**config.mk**
```make
export PLATFORM = sky130hd
export DESIGN_NAME = systolic_result_collector
export DESIGN_NICKNAME = d
export VERILOG_FILES = /design/src/rtl/systolic_result_collector.sv
export SDC_FILE = /design/constraint.sdc
export NUM_CORES = 1
export LEC_CHECK = 0
export CAP_MARGIN = 0
export CORE_MARGIN = 3
export CORE_UTILIZATION = 40
export CTS_CLUSTER_DIAMETER = 100
export DETAILED_ROUTE_END_ITERATION = 8
export MAX_ROUTING_LAYER = met4
export SLEW_MARGIN = 20
export SYNTH_ARGS = -nofsm -noshare
export SYNTH_HDL_FRONTEND = slang
export SYNTH_SLANG_ARGS = --single-unit
```
**constraint.sdc**
```tcl
create_clock -name clk -period 2.3 [get_ports clk]
set_input_delay 0.46 -clock clk [delete_from_list [all_inputs] [get_ports clk]]
set_output_delay 0.46 -clock clk [all_outputs]
set_load 0.005 [all_outputs]
```
**src/rtl/systolic_result_collector.sv**
```systemverilog
// Result collector for the 4x4 systolic array: captures four shifted-out columns into a 4x4
// buffer, then drains it row-major as a valid/ready stream. Optional COLLECTOR_OVERRUN_EN.
module systolic_result_collector #(
  parameter int unsigned DW        = 8,
  parameter int unsigned CAP_DELAY = 0
) (
  input  logic          clk,
  input  logic          rstn,
  input  logic          start,
  input  logic [DW-1:0] shift_in_0,
  input  logic [DW-1:0] shift_in_1,
  input  logic [DW-1:0] shift_in_2,
  input  logic [DW-1:0] shift_in_3,
  output logic          busy,
  output logic          out_valid,
  input  logic          out_ready,
  output logic [DW-1:0] out_data,
  output logic [1:0]    out_row,
  output logic [1:0]    out_col,
  output logic          out_last
`ifdef COLLECTOR_OVERRUN_EN
  ,
  input  logic          overrun_clr,
  output logic          overrun
`endif
);

  typedef enum logic [1:0] {StIdle, StWait, StCapture, StDrain} state_e;

  state_e        state_q;
  logic [3:0]    dly_q;
  logic [1:0]    cap_q;
  logic [3:0]    idx_q;
  logic [DW-1:0] mem_q [4][4];
  logic [DW-1:0] lane  [4];
  logic          drain;

  assign lane[0] = shift_in_0;
  assign lane[1] = shift_in_1;
  assign lane[2] = shift_in_2;
  assign lane[3] = shift_in_3;

  always_ff @(posedge clk) begin
    if (!rstn) begin
      state_q <= StIdle;
      dly_q   <= '0;
      cap_q   <= '0;
      idx_q   <= '0;
      for (int r = 0; r < 4; r++) begin
        for (int c = 0; c < 4; c++) begin
          mem_q[r][c] <= '0;
        end
      end
    end else begin
      unique case (state_q)
        StIdle: begin
          if (start) begin
            cap_q <= '0;
            if (CAP_DELAY == 0) begin
              state_q <= StCapture;
            end else begin
              state_q <= StWait;
              dly_q   <= 4'(CAP_DELAY - 1);
            end
          end
        end
        StWait: begin
          if (dly_q == 4'd0) state_q <= StCapture;
          else               dly_q   <= dly_q - 4'd1;
        end
        StCapture: begin
          // One column per cycle: lane r lands in row r, column cap_q.
          for (int r = 0; r < 4; r++) begin
            mem_q[r][cap_q] <= lane[r];
          end
          cap_q <= cap_q + 2'd1;
          if (cap_q == 2'd3) begin
            state_q <= StDrain;
            idx_q   <= '0;
          end
        end
        StDrain: begin
          if (out_ready) begin
            idx_q <= idx_q + 4'd1;
            if (idx_q == 4'd15) state_q <= StIdle;
          end
        end
        default: state_q <= StIdle;
      endcase
    end
  end

  assign drain     = (state_q == StDrain);
  assign busy      = (state_q != StIdle);
  assign out_valid = drain;
  // Stream fields read zero outside DRAIN even though the buffer keeps its contents.
  assign out_data  = drain ? mem_q[idx_q[3:2]][idx_q[1:0]] : '0;
  assign out_row   = drain ? idx_q[3:2] : 2'd0;
  assign out_col   = drain ? idx_q[1:0] : 2'd0;
  assign out_last  = drain && (idx_q == 4'd15);

`ifdef COLLECTOR_OVERRUN_EN
  always_ff @(posedge clk) begin
    if (!rstn)              overrun <= 1'b0;
    else if (start && busy) overrun <= 1'b1;
    else if (overrun_clr)   overrun <= 1'b0;
  end
`endif

endmodule

```
==> results of run 1 <==
## per-stage QoR
| step | power (mW) | util (%) |
|---|---|---|
| final | 5.62 | 52.1 |
| after floorplan | 3.00 | - |
| after global routing | 5.80 | 52.1 |
| after detailed placement | 3.18 | 47.2 |
| after global placement | 3.17 | 47.2 |
| after CTS | 5.66 | 52.2 |
## sequential cells by signal, summed over array words and instances (netlist names), named ones only
name / count
state_q: 2
idx_q: 4
cap_q: 2
dly_q: 4
mem_q: 128
## report_power, final
part | leakage [nW] | internal, mW | switching, mW | total [mW]
clock | 0.260 | 1.50 | 0.992 | 2.49
sequential | 1.32 | 2.76 | 0.0383 | 2.80
combinational | 1.40 | 0.146 | 0.190 | 0.336
## cells by family (layout without fill, tap and decap cells)
family          Yosys count  in the layout  synth area share (%)
simple gates            232            232                  17.4
flops                   142            142                  55.8
compound gates           92             92                  9.80
mux                      53             53                  11.5
buf+inv                  50            139                  3.53
fa+ha+maj                 7              7                  1.37
xor+xnor                  4              4                 0.549
## repair_timing
item	4_1_cts	5_1_grt
hold buffers	0	0
buffers inserted	11	0
setup endpoints to repair	9	9
pin swaps	9	4
gates cloned	1	0
resized for setup	75	9
## layout make-up
| class | instances | area, µm² |
|---|---|---|
| Clock buffer | 23 | 458 |
| Clock inverter | 9 | 70.1 |
| Fill cell | 1412 | 7380 |
| Inverter | 8 | 30.0 |
| Multi-Input combinational cell | 388 | 2750 |
| Sequential cell | 142 | 3580 |
| Tap cell | 211 | 264 |
| Timing Repair Buffer | 99 | 898 |
## worst min path at each step
stage,from,end,cells after the start
2_1_floorplan,mem_q[2][0],mem_q[2][0],2
3_3_place_gp,mem_q[2][3],mem_q[2][3],2
3_5_place_dp,mem_q[3][1],mem_q[3][1],2
4_1_cts,mem_q[2][3],mem_q[2][3],2
5_1_grt,mem_q[2][3],mem_q[2][3],2
6_report,mem_q[3][1],mem_q[3][1],2
## layer usage
| layer | track usage [%] | vias up |
|---|---|---|
| li1 | - | 2211 |
| met1 | 23.8 | 2271 |
| met2 | 33.8 | 125 |
| met3 | 4.89 | 28 |
| met4 | 7.51 | 0 |
| met5 | - | - |
## worst min-delay path: stages, from the launching register on
cell,delay [ns]
dfxtp_1,0.30
nand2_1,0.05
o21ai_0,0.06
## cells in the final DEF, fill, tap and decap left out, types with 6 or more instances in the layout
master,instances
a21boi_0,41
edfxtp_1,72
buf_2,9
nand2_1,128
a22oi_1,13
nand3_1,8
o21ai_0,20
and2_1,24
mux2i_1,28
clkdlybuf4s50_1,40
buf_6,7
mux4_2,16
nor2b_1,9
and3_1,39
dfxtp_1,66
inv_1,7
ha_1,7
clkbuf_16,17
mux2i_4,6
buf_4,38
==> run metrics, run 1 <==
vias per cell 5.27; metal2 WL 8470 µm; Worst path max stage delay 0.49 ns; Placer Congestion 0.851; Post-Synthesis Cells 580; RSZ-0062 raised after global routing yes; DP Worst Slack -0.264 ns; most common cell in the synthesized netlist nand2_1; post-synthesis async set-or-reset flop share 0%; Final nets roughly 700; FF+latch count, synth 142; critical path class register to primary output; P&R area growth vs syn 26.0%; highest routing layer actually used met4; Req. time, crit path 1.84 ns; HP Class register to register; P per Cell Area 699 nW/µm²; grt ovf 0; Synth top area share around a third; Tightest Pin Transition 0.720 ns; final hold vios 0; largest cells by area after synthesis edfxtp_1 34%, dfxtp_1 22%, nand2_1 7.6%; wire length on met3 747 µm; TNS Setup -0.444 ns; Buf/Inv on CP 3; first-pass GRT wire length 26100 µm; Detailed Route Iter0 Violations 377; setup ws final -0.105 ns; synthesized cell area approximately 6400 µm²; DR vias 4635; fin area 8040 µm²; area of the core 15400 µm²; Peak VDD IR 0.560 mV; Die X 132 µm; share of layout cells above drive strength 1 between 15 and 20%; clock sinks 142; hold slack final 0.457 ns; endpoints failing setup 8; Slew Limit Fails 0; Post-synth EDFFs 72; Critical-path top delay cell mux4_2; DR WL/cell roughly 19 µm; top_reg_cell synth edfxtp_1; FF-to-FF Start state_q[1]; crit end category primary output; FMAX 0.416 GHz; overall routing resource usage 20.2%; clk_skew 0.00399 ns; status finished with violations; leakage 2.98 nW; clk slew on worst S/H paths 0.06 ns; CP Data Arrival Time a little under 2 ns; CTS H-Tree Depth 4; Clk Tree Root Cell clkbuf_16; Detail Route Antenna Nets 0; post-synthesis net count 623; r2r setup slk 0.18 ns; IO Pins 51; Starting Density about two fifths; top cell type by total area after synthesis edfxtp_1; Final Non-Filler Cells roughly 900; initial antenna violation count 0; period utilization 105%; Post-DP Area just over 7000 µm²; R2R depth 5; Reg-to-Reg End mem_q[1][21]; Synth top cells by count 130 x nand2_1, 72 x edfxtp_1, 70 x dfxtp_1; die area about 18000 µm²; Min Clock Period, post-route 2.41 ns; site row count 45; CP delay by family, top multiplexers; max-cap violation count 0; number of global-route vias before repair 4766; WL final 16700 µm; startpoint types register; maximum number of pins on one net before global-route repair 75; HPWL Detailed 11700 µm; normalized max-slew margin 52.0%; Max clock buf depth 2; Port-buffer cells 50; Synth warnings 0; sequential area share after synthesis 55.8%; M1 WL 7020 µm; TritonCTS buffer count 17; worst path cell trace buf_12 > buf_6 > mux4_2 > mux2i_2 > o21ai_2 > buf_2; CP Max Fanout 8; Synth cell types 36; Die Y 132 µm; WP depth 6; failing checks setup timing; dpl cells 838; Avg Cell Area, Syn ~11 µm²; Antenna Cells 0; CP endpoint out_data[1]; Skew-Pair Late Insertion Delay 0.42 ns; DRC viols 0; DRT Pass-1 Iters 5; CTS tree yes
Note: power is estimated with default switching activity, not from simulation.
==> inputs of run 2 (changes only) <==
--- a/config.mk
+++ b/config.mk
@@ -5,12 +5,16 @@
 export SDC_FILE = /design/constraint.sdc
 export NUM_CORES = 1
 export LEC_CHECK = 0
+export ABC_AREA = 1
 export CAP_MARGIN = 0
+export CELL_PAD_IN_SITES_DETAIL_PLACEMENT = 0
+export CELL_PAD_IN_SITES_GLOBAL_PLACEMENT = 2
 export CORE_MARGIN = 3
-export CORE_UTILIZATION = 40
+export CORE_UTILIZATION = 32
 export CTS_CLUSTER_DIAMETER = 100
 export DETAILED_ROUTE_END_ITERATION = 8
 export MAX_ROUTING_LAYER = met4
+export PLACE_DENSITY_LB_ADDON = 0.1
 export SLEW_MARGIN = 20
 export SYNTH_ARGS = -nofsm -noshare
 export SYNTH_HDL_FRONTEND = slang
==> run 2 against run 1 <==
  * The flow still finishes with violations (setup timing)
  * Flip-flop and latch count unchanged
  * First-iteration DRC count shrank 18%
  * Non-clock buffer count shrank 17
  * Power grew 11%
  * Global-route usage decreased by 1.0 points
  * Worst setup slack better by 0.089 ns
  * Count of clock-buffer cells in the layout fell by 2
  * Highest routed layer unchanged
  * Largest cell class unchanged
==> run metrics, run 2 <==
leakage 3.64 nW (+22%); Worst path max stage delay 0.41 ns (-0.08 ns); DRT Pass-1 Iters 4 (-1); first-pass GRT wire length 31800 µm (+22%); Detail Route Antenna Nets 0 (unchanged); Max clock buf depth 2 (unchanged); failing checks setup timing; most common cell in the synthesized netlist nand2_1; Synth top area share 31.9% (-1.9 points); clock sinks 142 (unchanged); CTS H-Tree Depth 4 (unchanged); Final Util 41.0% (-11 points); FMAX 0.432 GHz (+3.8%); Min Clock Period, post-route 2.32 ns (-0.0890 ns); Post-Synthesis Cells 846 (+46%); most used cell, CP nand3_1; fillers 2120 (+50%); most frequent cells in the layout 219 x nand2_1, 133 x inv_1, 107 x nor2_1, 72 x edfxtp_1, 66 x dfxtp_1; Buf/Inv on CP 3 (unchanged); Tot Pwr 6.25 mW (+11%); Comb pwr share 10.4% (+4.4 points); overall routing resource usage 19.2% (-1.0 points); # hold bufs at CTS 0 (unchanged); post-synthesis net count 889 (+43%); maximum number of pins on one net before global-route repair 38 (-49%); HPWL Detailed 14900 µm (+27%); largest cells by area after synthesis edfxtp_1 32%, dfxtp_1 21%, nand2_1 12%; final hold vios 0 (unchanged); Internal 4.68 mW (+6.3%); endpoints failing setup 1 (-7); grt ovf 0 (unchanged); normalized max-slew margin 67.7% (+16 points); R2R depth 6 (+1); IO Pins 51 (unchanged); Avg Cell Area, Syn 8.00 µm² (-27%); Clk Tree Root Cell clkbuf_16; vias per cell 4.63 (-12%); status finished with violations; sw frac 25.1% (+3.4 points); Die X 151 µm (+14%); Starting Density 33.0% (-8.3 points); P&R area growth vs syn 24.3%; Top reg by flops mem_q; Peak VDD IR 0.436 mV (-22%); site row count 52 (+16%); initial antenna violation count 0 (unchanged); Post-synth EDFFs 72 (unchanged); crit end category primary output; share of power burned in registers 46.3% (-3.5 points); DRC viols 0 (unchanged); top_reg_cell synth edfxtp_1; setup ws final -0.0161 ns (+0.0890 ns); Skew-Pair Late Insertion Delay 0.43 ns (about the same); Synth cell types 28 (-22%); P per Cell Area 743 nW/µm² (+6.4%); RSZ-0062 raised after global routing yes; die area 22900 µm² (+31%); r2r setup slk 0.43 ns (+0.25 ns); FF+latch count, synth 142 (unchanged); period utilization 101% (-3.9 points); # Post-CTS Setup Buffers 0 (-11); max-cap violation count 0 (unchanged); CP Max Fanout 17 (+9); Critical-path top delay cell dfxtp_4; Tightest Pin Transition 0.484 ns (-0.237 ns); CP Data Arrival Time 1.86 ns (-0.09 ns); sw power 1.57 mW (+29%); Synth top cells by count 223 x nand2_1, 136 x inv_1, 108 x nor2_1; number of global-route vias before repair 5426 (+14%); CP endpoint out_data[3]; DR WL/cell 17.1 µm (-10%); Placer Congestion 0.792 (-6.9%); FF-to-FF Start cap_q[0]; clk slew on worst S/H paths 0.06 ns (about the same); Die Y 151 µm (+14%); clock power share 43.3% (-1.0 points); Port-buffer cells 50 (unchanged); area of the core 20500 µm² (+33%); synthesized cell area 6770 µm² (+6.0%); most common library cell in the layout ignoring fill and taps nand2_1; critical path class register to primary output; startpoint types register; DR vias 5491 (+18%); Reg-to-Reg End mem_q[2][25]; TritonCTS buffer count 17 (unchanged); Antenna Cells 0 (unchanged); largest registers mem_q x128, dly_q x4, idx_q x4; Final nets 947 (+35%); share of layout cells above drive strength 1 13.7% (-5.8 points); CP delay by family, top simple AND/OR/NAND/NOR gates; Req. time, crit path 1.84 ns (about the same); WL final 20300 µm (+21%); CTS tree yes; max FFs per register 128 (unchanged); post-synthesis async set-or-reset flop share 0% (unchanged); clk_skew 0.00937 ns (+0.00538 ns); Synth warnings 0 (unchanged); worst path cell trace inv_8 > buf_12 > nand2_1 > nand3_1 > nand3_1 > nand3_1 > a21oi_2 > buf_2; WP depth 8 (+2); top cell type by total area after synthesis edfxtp_1; Slew Limit Fails 0 (unchanged); sequential area share after synthesis 52.7% (-3.2 points); HP Class register to register; Detailed Route Iter0 Violations 310 (-18%)
==> run 2: cell count changes after synthesis, sizes merged, moves of 25 or more <==
| cell | previous run | this run |
|---|---|---|
| mux2i | 36 | 0 |
| nand2 | 130 | 226 |
| and2 | 25 | 0 |
| nand3 | 9 | 78 |
| a211oi | 2 | 42 |
| inv | 8 | 140 |
| and3 | 39 | 0 |
| a21boi | 41 | 0 |
| nor2 | 5 | 120 |
==> run 2: kinds of logic (layout without fill, tap and decap cells) <==
kind of cell	after synthesis	after routing	synth area share (%)
adder cells (fa/ha/maj)	7	7	1.29
buffers and inverters	185	256	11.4
AO/OA/AOI/OAI	82	82	8.21
flip-flops	142	142	52.7
AND/OR/NAND/NOR	430	430	26.4
==> run 2: worst min path at each step <==
stage | from | cells after the start | end | slack [ns]
final | idx_q[0] | 1 | idx_q[0] | 0.46
after global routing | idx_q[0] | 1 | idx_q[0] | 0.48
after CTS | dly_q[2] | 1 | dly_q[2] | 0.46
after detailed placement | dly_q[2] | 1 | dly_q[2] | 0.45
after global placement | dly_q[2] | 1 | dly_q[2] | 0.44
after floorplan | dly_q[2] | 1 | dly_q[2] | 0.42
==> run 2: layout make-up <==
class	instances	area (µm²)	area share, %
clock inverters	11	88.8	1.06
inverters	142	542	6.44
well taps	270	338	4.02
flip-flops and latches	142	3570	42.5
clock buffers	21	483	5.74
multi-input cells	519	2550	30.3
repair buffers	82	836	9.94
==> run 2: through the flow <==
stage | instance area (µm²) | cells | hold WS, ns | TNS, ns | worst slack (ns)
after global placement | 7690 | 1154 | 0.438 | -0.282 | -0.0912
after CTS | 8330 | 1187 | 0.461 | 0 | 0.00256
after detailed placement | 7690 | 1154 | 0.448 | -0.377 | -0.108
after floorplan | 6770 | 846 | 0.423 | 0 | 0.506
final | 8410 | 1187 | 0.457 | -0.0161 | -0.0161
after global routing | 8410 | 1187 | 0.479 | -0.308 | -0.0652
==> run 2: worst reg2reg max path: cells and delay by family, from the launching register on <==
kind                       cells  cell delay [ns]
AOI/OAI and AO/OA              1             0.29
adders and majority gates      1             0.28
buffers and inverters          3             0.63
DFF                            1             0.38
and+or+nand+nor                1             0.05
==> run 2: power groups by stage <==
stage          logic (mW)  clock network, mW  registers (mW)
6_report            0.653               2.70            2.89
5_1_grt             0.728               2.86            2.90
4_1_cts             0.655               2.74            2.89
3_5_place_dp        0.648                  0            2.95
3_3_place_gp        0.645                  0            2.94
2_1_floorplan       0.394                  0            2.93
==> run 2: what timing repair did <==
| item | 4_1_cts | 5_1_grt |
|---|---|---|
| cloned | 1 | 0 |
| pin swaps | 6 | 4 |
| endpoints found under the setup margin | 10 | 10 |
| resized for setup | 56 | 23 |
==> run 2: layer usage <==
layer	wire length, µm	vias to the layer above	track usage (%)
met5	0	-	-
met4	280	0	5.17
met3	785	18	3.47
met2	9100	112	29.1
met1	10100	2564	26.5
li1	-	2797	-
